===== config.mk =====
export PLATFORM = sky130hd
export DESIGN_NAME = imm_ext_pipe
export DESIGN_NICKNAME = d
export VERILOG_FILES = /design/src/rtl/imm_ext_pipe.sv
export SDC_FILE = /design/constraint.sdc
export NUM_CORES = 1
export LEC_CHECK = 0
export BUFFER_PORTS_ARGS = -buffer_cell sky130_fd_sc_hd__buf_2
export CELL_PAD_IN_SITES_DETAIL_PLACEMENT = 0
export CELL_PAD_IN_SITES_GLOBAL_PLACEMENT = 2
export CORE_ASPECT_RATIO = 0.7
export CORE_MARGIN = 2
export CORE_UTILIZATION = 40
export DETAILED_ROUTE_END_ITERATION = 7
export PLACE_DENSITY_LB_ADDON = 0.1
export SETUP_SLACK_MARGIN = 0.5
export SYNTH_ARGS = -nofsm -noshare
export SYNTH_HDL_FRONTEND = slang
export SYNTH_SLANG_ARGS = --single-unit

===== constraint.sdc =====
create_clock -name clock -period 3.55 [get_ports clock]
set_clock_uncertainty 0.1 [all_clocks]
set_input_delay 0 -clock clock [delete_from_list [all_inputs] [get_ports clock]]
set_output_delay 0 -clock clock [all_outputs]
set_load 0.02 [all_outputs]

===== src/rtl/imm_ext_pipe.sv =====
// rtl/imm_ext_pipe.sv - parametrised immediate extender feeding a 2-entry skid buffer
module imm_ext_pipe #(
  parameter int IN_W  = 17,
  parameter int OUT_W = 32,
  parameter int SHL   = 2,
  parameter int TAG_W = 5
) (
  input  logic             clock,
  input  logic             reset,
  input  logic             in_valid,
  output logic             in_ready,
  input  logic [IN_W-1:0]  in_imm,
  input  logic [1:0]       in_mode,
  input  logic [TAG_W-1:0] in_tag,
  output logic             out_valid,
  input  logic             out_ready,
  output logic [OUT_W-1:0] out_data,
  output logic [TAG_W-1:0] out_tag,
  output logic             out_ovf
);

  // Wide enough to hold the full shifted value, so lost bits can be inspected.
  localparam int WIDE_W = OUT_W + SHL;

  logic [WIDE_W-1:0] sext_wide;
  logic [WIDE_W-1:0] shifted;
  logic [OUT_W-1:0]  ext_data;
  logic              ext_ovf;

  always_comb begin
    sext_wide = {{(WIDE_W-IN_W){in_imm[IN_W-1]}}, in_imm};
    shifted   = sext_wide << SHL;
    ext_data  = '0;
    ext_ovf   = 1'b0;
    case (in_mode)
      2'd0: ext_data = sext_wide[OUT_W-1:0];
      2'd1: ext_data = {{(OUT_W-IN_W){1'b0}}, in_imm};
      2'd2: ext_data = {in_imm, {(OUT_W-IN_W){1'b0}}};
      default: begin
        ext_data = shifted[OUT_W-1:0];
        // Shifted-out bits and result MSB must all agree for the value to fit.
        ext_ovf  = !((&shifted[WIDE_W-1:OUT_W-1]) || !(|shifted[WIDE_W-1:OUT_W-1]));
      end
    endcase
  end

  logic [OUT_W-1:0] mem_data [2];
  logic [TAG_W-1:0] mem_tag  [2];
  logic             mem_ovf  [2];
  logic             head;
  logic             tail;
  logic [1:0]       count;
  logic             push;
  logic             pop;

  assign in_ready  = (count != 2'd2);
  assign out_valid = (count != 2'd0);
  assign push      = in_valid & in_ready;
  assign pop       = out_valid & out_ready;

  always_ff @(posedge clock or posedge reset) begin
    if (reset) begin
      head        <= 1'b0;
      tail        <= 1'b0;
      count       <= 2'd0;
      mem_data[0] <= '0;
      mem_data[1] <= '0;
      mem_tag[0]  <= '0;
      mem_tag[1]  <= '0;
      mem_ovf[0]  <= 1'b0;
      mem_ovf[1]  <= 1'b0;
    end else begin
      if (push) begin
        mem_data[tail] <= ext_data;
        mem_tag[tail]  <= in_tag;
        mem_ovf[tail]  <= ext_ovf;
        tail           <= ~tail;
      end
      if (pop) begin
        head <= ~head;
      end
      case ({push, pop})
        2'b10:   count <= count + 2'd1;
        2'b01:   count <= count - 2'd1;
        default: count <= count;
      endcase
    end
  end

  assign out_data = mem_data[head];
  assign out_tag  = mem_tag[head];
  assign out_ovf  = mem_ovf[head];

endmodule


# ---- Word level (Yosys, flattened, before mapping)
# Index checks and enable logic that the tools add are counted.
dict set report totals {
  inputBits 28
  reg_bits 80
}
dict set report classes {
  n_bitwise 8
  magnitude_cmp 3
  muxes 19
  n_addsub 2
  n_reduce_logical 4
  n_eq_ne 5
}
# op n
set op_table {}
lappend op_table {{32-bit two-way mux} 4}
lappend op_table {{32-bit case mux with 3 select lines} 1}
lappend op_table {{64-bit bitwise mux} 1}
lappend op_table {{32-bit demux with 1-bit select} 1}
lappend op_table {{5-bit two-way mux} 4}
lappend op_table {{10-bit bitwise mux} 1}
lappend op_table {{5-bit demux with 1-bit select} 1}
lappend op_table {{2-bit by 1-bit equality test with 1-bit output, second input constant} 2}
lappend op_table {{2-bit equality test, second input constant} 2}
lappend op_table {{2-bit greater-or-equal comparator, second input constant} 2}
lappend op_table {{1-bit two-way mux} 4}
lappend op_table {{1-bit inverter with 2-bit output} 2}
lappend op_table {{2-bit case mux with 2 select lines} 1}
lappend op_table {{2-bit nonzero test} 2}
lappend op_table {{2-bit by 1-bit adder with 2-bit output, second input constant} 1}
lappend op_table {{1-bit bitwise AND} 2}
lappend op_table {{2-bit bitwise AND} 1}
lappend op_table {{2-bit zero test} 1}
lappend op_table {{2-bit by 1-bit < comparator with 1-bit output, second input constant} 1}
lappend op_table {{2-bit inequality test, second input constant} 1}
lappend op_table {{1-bit inverter} 2}
lappend op_table {{2-bit inverter} 1}
lappend op_table {{2-bit by 1-bit subtractor with 2-bit output, second input constant} 1}
lappend op_table {{1-bit demux with 1-bit select} 1}
lappend op_table {{1-bit logical AND} 1}

# ---- Depth between registers and ports, before layout
# Gate-level depths: netlist of the first run.
dict set report depth {
  ltp_word 7
  depth_mapped 8
}

# ---- Worst setup path before layout of the first run
# No wires, ideal clock.
dict set report synth_timing {
  kind {register -> register}
  startpoint {reg count[0]}
  endpoint {reg count[1]}
  synth_period_minus_slack_ns 1.724
  path_slack_ns 1.826
  n_path_buf 0
  stages_incl_launch_ff 6
  t_arrival_ns 1.544
  path_cell_list {dfrtp_1 -> or2_2 -> and2_1 -> ha_1 -> nor2_1 -> xor2_1}
}
dict set report synth_between {
  elab_chain_len 4
  word_cells_on_any_way 10
  cone_classes {add/sub (2); eq/ne (3); mux (1); bitwise (2); reduce/logical (2)}
}
# element line
set synth_rtl {}
lappend synth_rtl {{start, declared} 52} ;# logic [1:0] count;
lappend synth_rtl {{start signal, assigned} 83} ;# 2'b10: count <= count + 2'd1;
lappend synth_rtl {{start signal, assigned} 84} ;# 2'b01: count <= count - 2'd1;
lappend synth_rtl {{start signal, assigned} 85} ;# default: count <= count;
lappend synth_rtl {{2-bit nonzero test (*)} 57} ;# assign out_valid = (count != 2'd0);
lappend synth_rtl {{net out_valid} 15} ;# output logic out_valid,
lappend synth_rtl {{1-bit bitwise AND (*)} 59} ;# assign pop = out_valid & out_ready;
lappend synth_rtl {{net pop} 54} ;# logic pop;
lappend synth_rtl {{2-bit by 1-bit equality test with 1-bit output / 2-bit equality test (equally long branches)} 82} ;# case ({push, pop})
lappend synth_rtl {{2-bit case mux with 2 select lines / 2-bit nonzero test (equally long branches)} n/a}
# The timed path passes the listed nets; every way through them passes the cells marked *.
# A chain may end at the register's enable or synchronous reset.

# ---- Final worst setup path of the first run
dict set report layout_timing {
  startpoint {reg head}
  endpoint {out out_data[17]}
}
dict set report layout_between {
  elab_chain_len 4
}
# element line
set layout_rtl {}
lappend layout_rtl {{start, declared} 50} ;# logic head;
lappend layout_rtl {{start signal, assigned} 80} ;# head <= ~head;
lappend layout_rtl {{1-bit inverter with 2-bit output (implied by the code)} 90} ;# assign out_data = mem_data[head];
lappend layout_rtl {{32-bit two-way mux (implied by the code) (3 in series)} 90}
lappend layout_rtl {{end, declared} 17} ;# output logic [OUT_W-1:0] out_data,
# No other way between the ends. The select of a mux whose other input is x is not followed.

==> results.md, run 1 <==
- Status: finished clean
- Crit path capture type: output port
- Switch share: 0.352
- TNS Setup: 0 ns
- CP bufs+invs: 2
- Post-synthesis sequential area ratio: 0.507
- Drt wl/cell: 18.1 um
- Final Core Density: 0.505
- CTS Sinks: 80
- Hold Slack: 0.0122 ns
- Die X: 123 um
- CTS Buf Count: 9
- Final GP Congestion: 0.707
- Worst Path Max Fanout: 23
- Slew @ Worst Pin: 1.04 ns
- Buffer levels on the longest clock path: 2
- Clock slew at reported path FFs: 0.06 ns
- First-pass GRT wire length: 14300 um
- Total power: 4.87 mW
- # placed instances: 468
- Die area: 10700 sq um
- Worst slack, placed: 1.50 ns
- Syn_nets: 318
- Tot GR Track Use: 0.179
- Non-Filler Instances: 500
- VDD IR max: 507 uV
- Drt drc: 0
- Ant. Diodes: 0
- Critical Path RT: 3.45 ns
- Cell Pwr Density: 1000 nW/um^2
- DR vias/cell: 5.07
- Dpl cell area: 4360 sq um
- Critical-path cell list: buf_12, mux2_2, buf_2
- Critical Path AT: 2.08 ns
- Initial antenna violation count: 0
- H-tree depth: 3
- Max_cap viols: 0
- Synthesized cell area: 3950 sq um
- Final wirelength: 9040 um
- Synth unique cells: 32
- Async set-reset flop share out of synthesis: 1.00
- Height of the die: 87.1 um
- Final worst slack: 1.37 ns
- Worst stage delay on the critical path: 0.92 ns
- F_max: 0.460 GHz
- YS warnings: 0
- Hold Violations, Final: 0
- Crit Path Category: reg2out
- Clock power frac: 0.221
- Slowest CP cell: dfrtp_1
- Final ANT Viol Nets: 0
- Drt first pass iters: 5
- Register bit count reported by yosys: 80
- Synth Instances: 289
- Number of setup violations in the final report: 0
- Sequential power share: 0.333
- Final Cycle Share: 0.613
- Postcts setup bufs: 0
- Final Critical Period: 2.18 ns
- Initial DRC Count: 95
- HP Class: in2reg
- Count of pins over their slew limit: 0
- Area Growth Syn to Fin: 23.3%
- GRT Residual Overflow: 0
- Family with the most delay on the worst path: flip-flops
- Design Area, Final: 4870 sq um
- DR vias: 2533
- Critical path startpoint category: flop
- CTS tree: yes
- Num rows: 30
- IO Port Bufs: 67
- HPWL after DPL: 5940 um
- Most used DFF post-synth: dfrtp_1
- RSZ-0062 raised after global routing: false
- Largest net degree at the start of global routing: 58
- Syn_area_per_cell: 13.7 sq um
- Fin nets: 396
- R2R Setup Slk: 1.52 ns
- Layout cell share with drive strength beyond 1: 0.468
- Starting Density: 0.409
- Fill cells: 857
- Root buf cell: clkbuf_16
- NetSw: 1.71 mW
- Core ar.: 9650 sq um
- Worst rel slew slack: 0.309
- Number of flops mapped to enable cells by yosys: 0
- P_int: 3.16 mW
- Boundary Pins: 68
- Worst-skew pair later-pin latency: 0.34 ns
- Logic pwr share: 0.446
- Vias in the first global route: 2598
- Leakage: 2.22 nW
[sequential cells by signal, summed over array words and instances (netlist names)]
signal,flops
mem_data,64
tail,1
head,1
mem_tag,10
mem_ovf,2
count,2
[routing by layer]
metal  GRT usage  vias to the layer above  wire (um)
li1            -                     1209          -
met1       0.254                     1278       4560
met2       0.266                       40       4070
met3      0.0582                        6        328
met4      0.0439                        0         78
met5           0                        -          0
[kinds of logic after synthesis]
family / after synthesis / share of synthesized area
AOI/OAI and AO/OA: 59 / 0.115
xor gates and xnor gates: 6 / 0.0133
adders and majority gates: 1 / 0.00317
buffers and inverters: 23 / 0.0345
DFF: 80 / 0.507
muxes: 89 / 0.269
and+or+nand+nor: 31 / 0.0574
[cells in the final DEF, fill, tap and decap left out, types with 4 or more instances in the layout]
cell and count:
a22o_1 15, a2bb2oi_1 24, buf_2 67, clkbuf_16 9, dfrtp_1 80, dlygate4sd3_1 16, mux2_1 8, mux2_2 62
mux2_4 17, nor2b_1 16, o21ai_0 13, o31ai_1 4, xnor2_1 4
[synthesized netlist by cell type, drive strengths merged (2+ instances only)]
cell type / count / area share
mux2: 87 / 0.26
dfrtp: 80 / 0.51
a2bb2oi: 24 / 0.053
nor2b: 17 / 0.029
a22o: 15 / 0.033
buf: 15 / 0.027
o21ai: 15 / 0.019
clkbuf: 5 / 0.0048
o31ai: 4 / 0.0076
xnor2: 4 / 0.0089
and2: 3 / 0.0054
inv: 3 / 0.0029
nand2: 3 / 0.0029
nor2: 3 / 0.0089
mux2i: 2 / 0.0051
nor3: 2 / 0.0051
xor2: 2 / 0.0044
[power groups by stage]
stage / sequential, mW / clock [mW] / combinational, mW
6_report: 1.62 / 1.08 / 2.17
5_1_grt: 1.68 / 1.14 / 2.32
4_1_cts: 1.62 / 1.10 / 2.20
3_5_place_dp: 1.63 / 0 / 2.18
3_3_place_gp: 1.62 / 0 / 2.16
2_1_floorplan: 1.52 / 0 / 1.74
[worst reg2reg max path: stages (launching register included)]
cell and delay, ns:
dfrtp_1 0.42, nand2b_1 0.24, nor2_4 0.46, buf_4 0.32, mux2_2 0.37
[final cells by class]
cell class	instances	area, sq um	share of cell area
timing repair buffer	87	538	0.111
sequential	80	2000	0.411
clock buffer	11	243	0.0499
tap	128	160	0.0329
clock inverter	5	104	0.0213
inverter	3	12.5	0.00257
multi-input combinational	186	1810	0.372
[what timing repair did]
item,CTS,global route
resized for setup,0,0
hold endpoints to repair,85,0
hold buffers,16,0
[final timing paths]
path,cells after the start,end,start
worst max-delay path,3,out_data[17],head$_DFFE_PP0P_
worst min-delay path,3,mem_data[41]$_DFFE_PP0P_,in_imm[7]
worst max register to register,4,mem_data[42]$_DFFE_PP0P_,tail$_DFFE_PP0N_
worst min register to register,1,mem_tag[6]$_DFFE_PP0P_,mem_tag[6]$_DFFE_PP0P_
max in group asynchronous,4,mem_data[47]$_DFFE_PP0P_,reset
min in group asynchronous,3,mem_tag[3]$_DFFE_PP0P_,reset
Note: power is estimated with default switching activity, not from simulation.
==> inputs of run 2 (changes only) <==
Settings changed: CORE_UTILIZATION 40 to 35.
Clock period 3.55 ns to 1.95 ns, I/O delays scaled along.
==> run 2 against run 1 <==
Compared with the run above:
- non-clock buffer count rose by 46
- die area grew 14%
- critical endpoint is now mem_data[36]$_DFFE_PP0P_
- clock power grew 68%
- wire length is 20% higher
- first-iteration DRC count rose by 34%
- register-to-register slack worse by 1.2 ns
- worst setup slack lost 1.1 ns
- sequential share of layout area shrank 8.7 points
- utilization is 5.7 points higher
- global-route usage grew 0.62 points
==> results.md, run 2 (same netlist as run 1, synthesis figures left out) <==
- RSZ-0062 raised after global routing: true
- Drt first pass iters: 4 (-1)
- Initial antenna violation count: 0 (unchanged)
- Hold Slack: 0.00650 ns (-0.00568 ns)
- Crit Path Category: reg2reg
- Max_cap viols: 0 (unchanged)
- TNS Setup: 0 ns (unchanged)
- Hold Violations, Final: 0 (unchanged)
- HPWL after DPL: 6400 um (+7.7%)
- Max FFs per register: 64 (unchanged)
- F_max: 0.606 GHz
- Largest net degree at the start of global routing: 81 (+40%)
- Final GP Congestion: 0.745 (+5.3%)
- HP Class: in2reg
- Ant. Diodes: 0 (unchanged)
- Slowest CP cell: dfrtp_1
- Design Area, Final: 6180 sq um (+27%)
- Worst slack, placed: 0.144 ns (-1.35 ns)
- Fin nets: 442 (+12%)
- Critical-path cell list: buf_6, nand2b_4, nor2_4, buf_12, buf_8, mux2_4
- Count of pins over their slew limit: 0 (unchanged)
- Final wirelength: 10800 um (+20%)
- Starting Density: 0.359 (-0.0507)
- Worst stage delay on the critical path: 0.39 ns (-0.53 ns)
- Worst-skew pair later-pin latency: 0.33 ns (about the same)
- Biggest register: mem_data
- Total power: 11.7 mW (+140%)
- DR vias/cell: 4.91 (-3.1%)
- Die area: 12200 sq um (+14%)
- VDD IR max: 830 uV (+64%)
- Critical Path AT: 1.77 ns (-0.31 ns)
- DR vias: 2802 (+11%)
- Clock slew at reported path FFs: 0.06 ns (about the same)
- Final Cycle Share: 0.846
- Num rows: 32 (+6.7%)
- Height of the die: 92.9 um (+6.6%)
- First-pass GRT wire length: 16600 um (+17%)
- Final Core Density: 0.562 (+0.0570)
- Status: finished clean
- Final ANT Viol Nets: 0 (unchanged)
- H-tree depth: 3 (unchanged)
- Critical Path RT: 2.07 ns (-1.38 ns)
- Boundary Pins: 68 (unchanged)
- Initial DRC Count: 127 (+34%)
- Final Critical Period: 1.65 ns
- Root buf cell: clkbuf_16
- # placed instances: 498 (+6.4%)
- Area Growth Syn to Fin: 56.7%
- Drt drc: 0 (unchanged)
- Non-Filler Instances: 571 (+14%)
- IO Port Bufs: 67 (unchanged)
- Most frequent cells in the layout: dfrtp_1 (78), mux2_4 (65), buf_6 (47)
- Cell Pwr Density: 1890 nW/um^2 (+89%)
- Worst rel slew slack: 0.575 (+0.266)
- Slew @ Worst Pin: 0.631 ns (-0.404 ns)
- Crit path capture type: flop
- Final worst slack: 0.301 ns (-1.07 ns)
- Number of setup violations in the final report: 0 (unchanged)
- Die X: 131 um (+6.7%)
- Critical path startpoint category: flop
- Vias in the first global route: 2936 (+13%)
- Drt wl/cell: 19.0 um (+5.0%)
- Buffer levels on the longest clock path: 2 (unchanged)
- Layout cell share with drive strength beyond 1: 0.634 (+0.166)
- GRT Residual Overflow: 0 (unchanged)
- Dpl cell area: 4580 sq um (+4.9%)
- CTS Buf Count: 9 (unchanged)
- Top flop regs: mem_data: 64 flops, mem_tag: 10 flops
- CTS tree: yes
- Tot GR Track Use: 0.186 (+0.00621)
- CTS Sinks: 80 (unchanged)
- Leakage: 2.81 nW (+26%)
- Core ar.: 11000 sq um (+14%)
- Worst Path Max Fanout: 4 (-83%)
- Most common cell after layout, fill and taps aside: dfrtp_1
## run 2: cell types whose count changed in the layout (fill, tap and decap cells not counted), moves of 11 or more
cell | before | now
buf_12 | 1 | 12
mux2_2 | 62 | 22
a2bb2oi_2 | 0 | 23
a2bb2oi_1 | 24 | 1
buf_6 | 0 | 47
buf_2 | 67 | 34
buf_4 | 3 | 15
mux2_4 | 17 | 65
## run 2: repair_timing
action / 4_1_cts / 5_1_grt
endpoints found under the setup margin: 115 / 116
setup buffers: 29 / 5
resized for setup: 88 / 74
cloned: 8 / 0
hold buffers: 15 / 0
pin swaps: 5 / 2
hold endpoints to repair: 104 / 0
## run 2: path summary, 6_finish.rpt
check	from	end	slack, ns	cells after the start
max	tail$_DFFE_PP0N_	mem_data[36]$_DFFE_PP0P_	0.30	6
min	in_imm[12]	mem_data[12]$_DFFE_PP0P_	0.006	3
max reg2reg	tail$_DFFE_PP0N_	mem_data[36]$_DFFE_PP0P_	0.30	6
min reg2reg	mem_ovf[0]$_DFFE_PP0N_	mem_ovf[0]$_DFFE_PP0N_	0.40	1
max in group asynchronous	reset	mem_data[40]$_DFFE_PP0P_	1.16	4
min in group asynchronous	reset	mem_data[24]$_DFFE_PP0P_	0.21	4
## run 2: cell type report
class	count	area, sq um
clock buffers	9	225
multi-input cells	186	2210
inverters	3	18.8
clock inverters	7	96.3
fillers	902	4830
well taps	153	191
flip-flops and latches	80	2000
repair buffers	133	1440
## run 2: critical path: cells and delay by family (launching register included)
family / cells / cell delay [ns]
buffers and inverters: 3 / 0.39
DFF: 1 / 0.39
muxes: 1 / 0.29
and+or+nand+nor: 2 / 0.35
## run 2: per-layer routing
layer	GRT usage	part of all wire	wire [um]
met1	0.274	0.52	5610
met2	0.276	0.44	4800
met3	0.0422	0.033	354
met4	0.0426	0.0062	67
met5	0	0	0
## run 2: where the power goes
group          switching [mW]  internal, mW  total [mW]
Combinational            2.71          4.23        6.94
Sequential              0.501          2.47        2.97
Clock                   0.685          1.12        1.81
==> inputs of run 3 (changes only) <==
Clock period 1.95 ns to 1.4 ns, I/O delays scaled along.
==> run 3 against run 2 <==
Compared with the run above:
- the run now ends with hold timing, setup timing left
- worst setup slack lost 0.53 ns
- fmax increased by 1.1%
- combinational power rose by 37%
- cell area fell by 0.24%
- via count shrank 2.4%
- global-route usage fell by 0.53 points
- flip-flop and latch count unchanged
- non-clock buffer count is 11 lower
- sequential share of layout area is 0.079 points higher
- largest cell class unchanged
==> results.md, run 3 (same netlist as run 1, synthesis figures left out) <==
- Final Cycle Share: 1.16 (+0.319)
- GRT Residual Overflow: 0 (unchanged)
- Failing checks: hold timing, setup timing
- Number of setup violations in the final report: 116 (+116)
- Die X: 131 um (unchanged)
- Boundary Pins: 68 (unchanged)
- Multi-input logic area: 2340 sq um (+6.1%)
- RSZ-0062 raised after global routing: true
- Seq. cell area: 2000 sq um (unchanged)
- First-pass GRT wire length: 16100 um (-2.9%)
- Tot GR Track Use: 0.180 (-0.00527)
- Final GP Congestion: 0.706 (-5.3%)
- CTS tree: yes
- Dpl cell area: 4990 sq um (+8.9%)
- Worst Path Max Fanout: 8 (+4)
- Worst-skew pair later-pin latency: 0.33 ns (about the same)
- Initial DRC Count: 92 (-28%)
- Max_cap viols: 0 (unchanged)
- Final ANT Viol Nets: 0 (unchanged)
- Fin nets: 431 (-2.5%)
- DR vias/cell: 4.90 (about the same)
- DR vias: 2736 (-2.4%)
- Slew @ Worst Pin: 0.492 ns (-0.139 ns)
- HP Class: in2reg
- Count of pins over their slew limit: 0 (unchanged)
- Critical path startpoint category: flop
- Levels on crit path: 5 (-1)
- Worst Hold Path Cells: 4 (+1)
- Layout cell share with drive strength beyond 1: 0.654 (+0.0203)
- H-tree depth: 3 (unchanged)
- CP bufs+invs: 2 (-1)
- Final worst slack: -0.231 ns (-0.531 ns)
- CTS Buf Count: 9 (unchanged)
- Final Critical Period: 1.63 ns (-0.0186 ns)
- Biggest register: mem_data
- Worst flop-to-flop path endpoint: mem_tag[6]$_DFFE_PP0P_
- Root buf cell: clkbuf_16
- R2R depth: 5 (-1)
- Largest net degree at the start of global routing: 45 (-44%)
- Hold Violations, Final: 1 (+1)
- F_max: 0.613 GHz (+1.1%)
- Fill cells: 922 (+2.2%)
- Buffer levels on the longest clock path: 2 (unchanged)
- Crit path capture type: flop
- Drt first pass iters: 4 (unchanged)
- Worst rel slew slack: 0.663 (+0.0880)
- Worst slack, placed: -0.179 ns (-0.323 ns)
- Top flop regs: mem_data: 64 flops, mem_tag: 10 flops
- Vias in the first global route: 2838 (-3.3%)
- # placed instances: 518 (+4.0%)
- Worst stage delay on the critical path: 0.40 ns (about the same)
- Most frequent cells in the layout: mux2_4 (84), dfrtp_1 (78), buf_6 (50)
- R2R Setup Slk: -0.23 ns (-0.53 ns)
- Non-Filler Instances: 558 (-2.3%)
- CTS Sinks: 80 (unchanged)
- Total power: 16.3 mW (+39%)
- Initial antenna violation count: 0 (unchanged)
- Leakage: 2.83 nW (+0.81%)
- Drt wl/cell: 18.4 um (-3.2%)
- Height of the die: 92.9 um (unchanged)
- Slowest CP cell: dfrtp_1
- Status: finished with violations
- Final wirelength: 10300 um (-5.4%)
- Area Growth Syn to Fin: 56.3%
- Design Area, Final: 6170 sq um (-0.24%)
- Crit Path Category: reg2reg
- Family with the most delay on the worst path: flip-flops
- Starting Density: 0.359 (unchanged)
- VDD IR max: 1180 uV (+42%)
- Critical Path RT: 1.52 ns (-0.55 ns)
- Die area: 12200 sq um (unchanged)
- Hold Slack: -0.0262 ns (-0.0327 ns)
- Core ar.: 11000 sq um (unchanged)
- Cell Pwr Density: 2640 nW/um^2 (+40%)
- Critical Path AT: 1.75 ns (-0.02 ns)
- Most common cell after layout, fill and taps aside: mux2_4
- Ant. Diodes: 0 (unchanged)
- RR Startpoint: count[1]$_DFFE_PP0P_
- Min-delay src: out_ready
- Max FFs per register: 64 (unchanged)
- Critical-path cell list: nor2b_4, buf_12, nor2_4, buf_8, mux2_4
- Drt drc: 0 (unchanged)
- HPWL after DPL: 6850 um (+7.0%)
- Clock slew at reported path FFs: 0.06 ns (about the same)
- Num rows: 32 (unchanged)
- IO Port Bufs: 67 (unchanged)
- CTS Hold Bufs: 6 (-9)
- Hold Path End: head$_DFFE_PP0P_
[run 3: final cells by class]
cell class,instances,share of cell area
timing repair buffer,122,0.209
sequential,80,0.325
tap,153,0.0310
multi-input combinational,186,0.380
clock buffer,10,0.0371
clock inverter,4,0.0154
inverter,3,0.00304
[run 3: per-stage QoR]
stage,setup TNS (ns),util
finish,-18.83,0.560
CTS,-17.43,0.538
detailed placement,-9.06,0.453
floorplan,-6.09,-
global route,-23.09,0.560
global placement,-7.48,0.453
[run 3: worst reg2reg max path, stage by stage, from the launching register on]
cell     delay (ns)
dfrtp_1        0.40
nor2b_4        0.15
buf_12         0.13
nor2_4         0.22
buf_8          0.20
mux2_4         0.31
[run 3: routing by layer]
| metal | track usage | up-vias | share of wire |
|---|---|---|---|
| met4 | 0.0488 | 0 | 0.011 |
| met3 | 0.0491 | 10 | 0.036 |
| met2 | 0.260 | 56 | 0.44 |
| met5 | 0 | - | 0 |
| li1 | - | 1285 | - |
| met1 | 0.265 | 1385 | 0.51 |
[run 3: power by group]
| group | switching [mW] | internal (mW) |
|---|---|---|
| Sequential | 0.728 | 3.44 |
| Combinational | 3.72 | 5.81 |
| Clock | 0.888 | 1.72 |
| Total | 5.34 | 11.0 |
[run 3: what timing repair did]
action / 4_1_cts / 5_1_grt
setup endpoints to repair: 120 / 120
pin swaps: 4 / 6
hold endpoints to repair: 99 / 3
resized for setup: 92 / 47
setup buffers: 10 / 5
gates cloned: 3 / 2
[run 3: worst max path at each step]
| stage | start | to |
|---|---|---|
| 2_1_floorplan | count[0]$_DFFE_PP0P_ | count[1]$_DFFE_PP0P_ |
| 3_3_place_gp | count[1]$_DFFE_PP0P_ | mem_data[34]$_DFFE_PP0P_ |
| 3_5_place_dp | count[1]$_DFFE_PP0P_ | mem_data[34]$_DFFE_PP0P_ |
| 4_1_cts | head$_DFFE_PP0P_ | out_data[24] |
| 5_1_grt | count[0]$_DFFE_PP0P_ | count[1]$_DFFE_PP0P_ |
| 6_report | count[1]$_DFFE_PP0P_ | mem_tag[6]$_DFFE_PP0P_ |
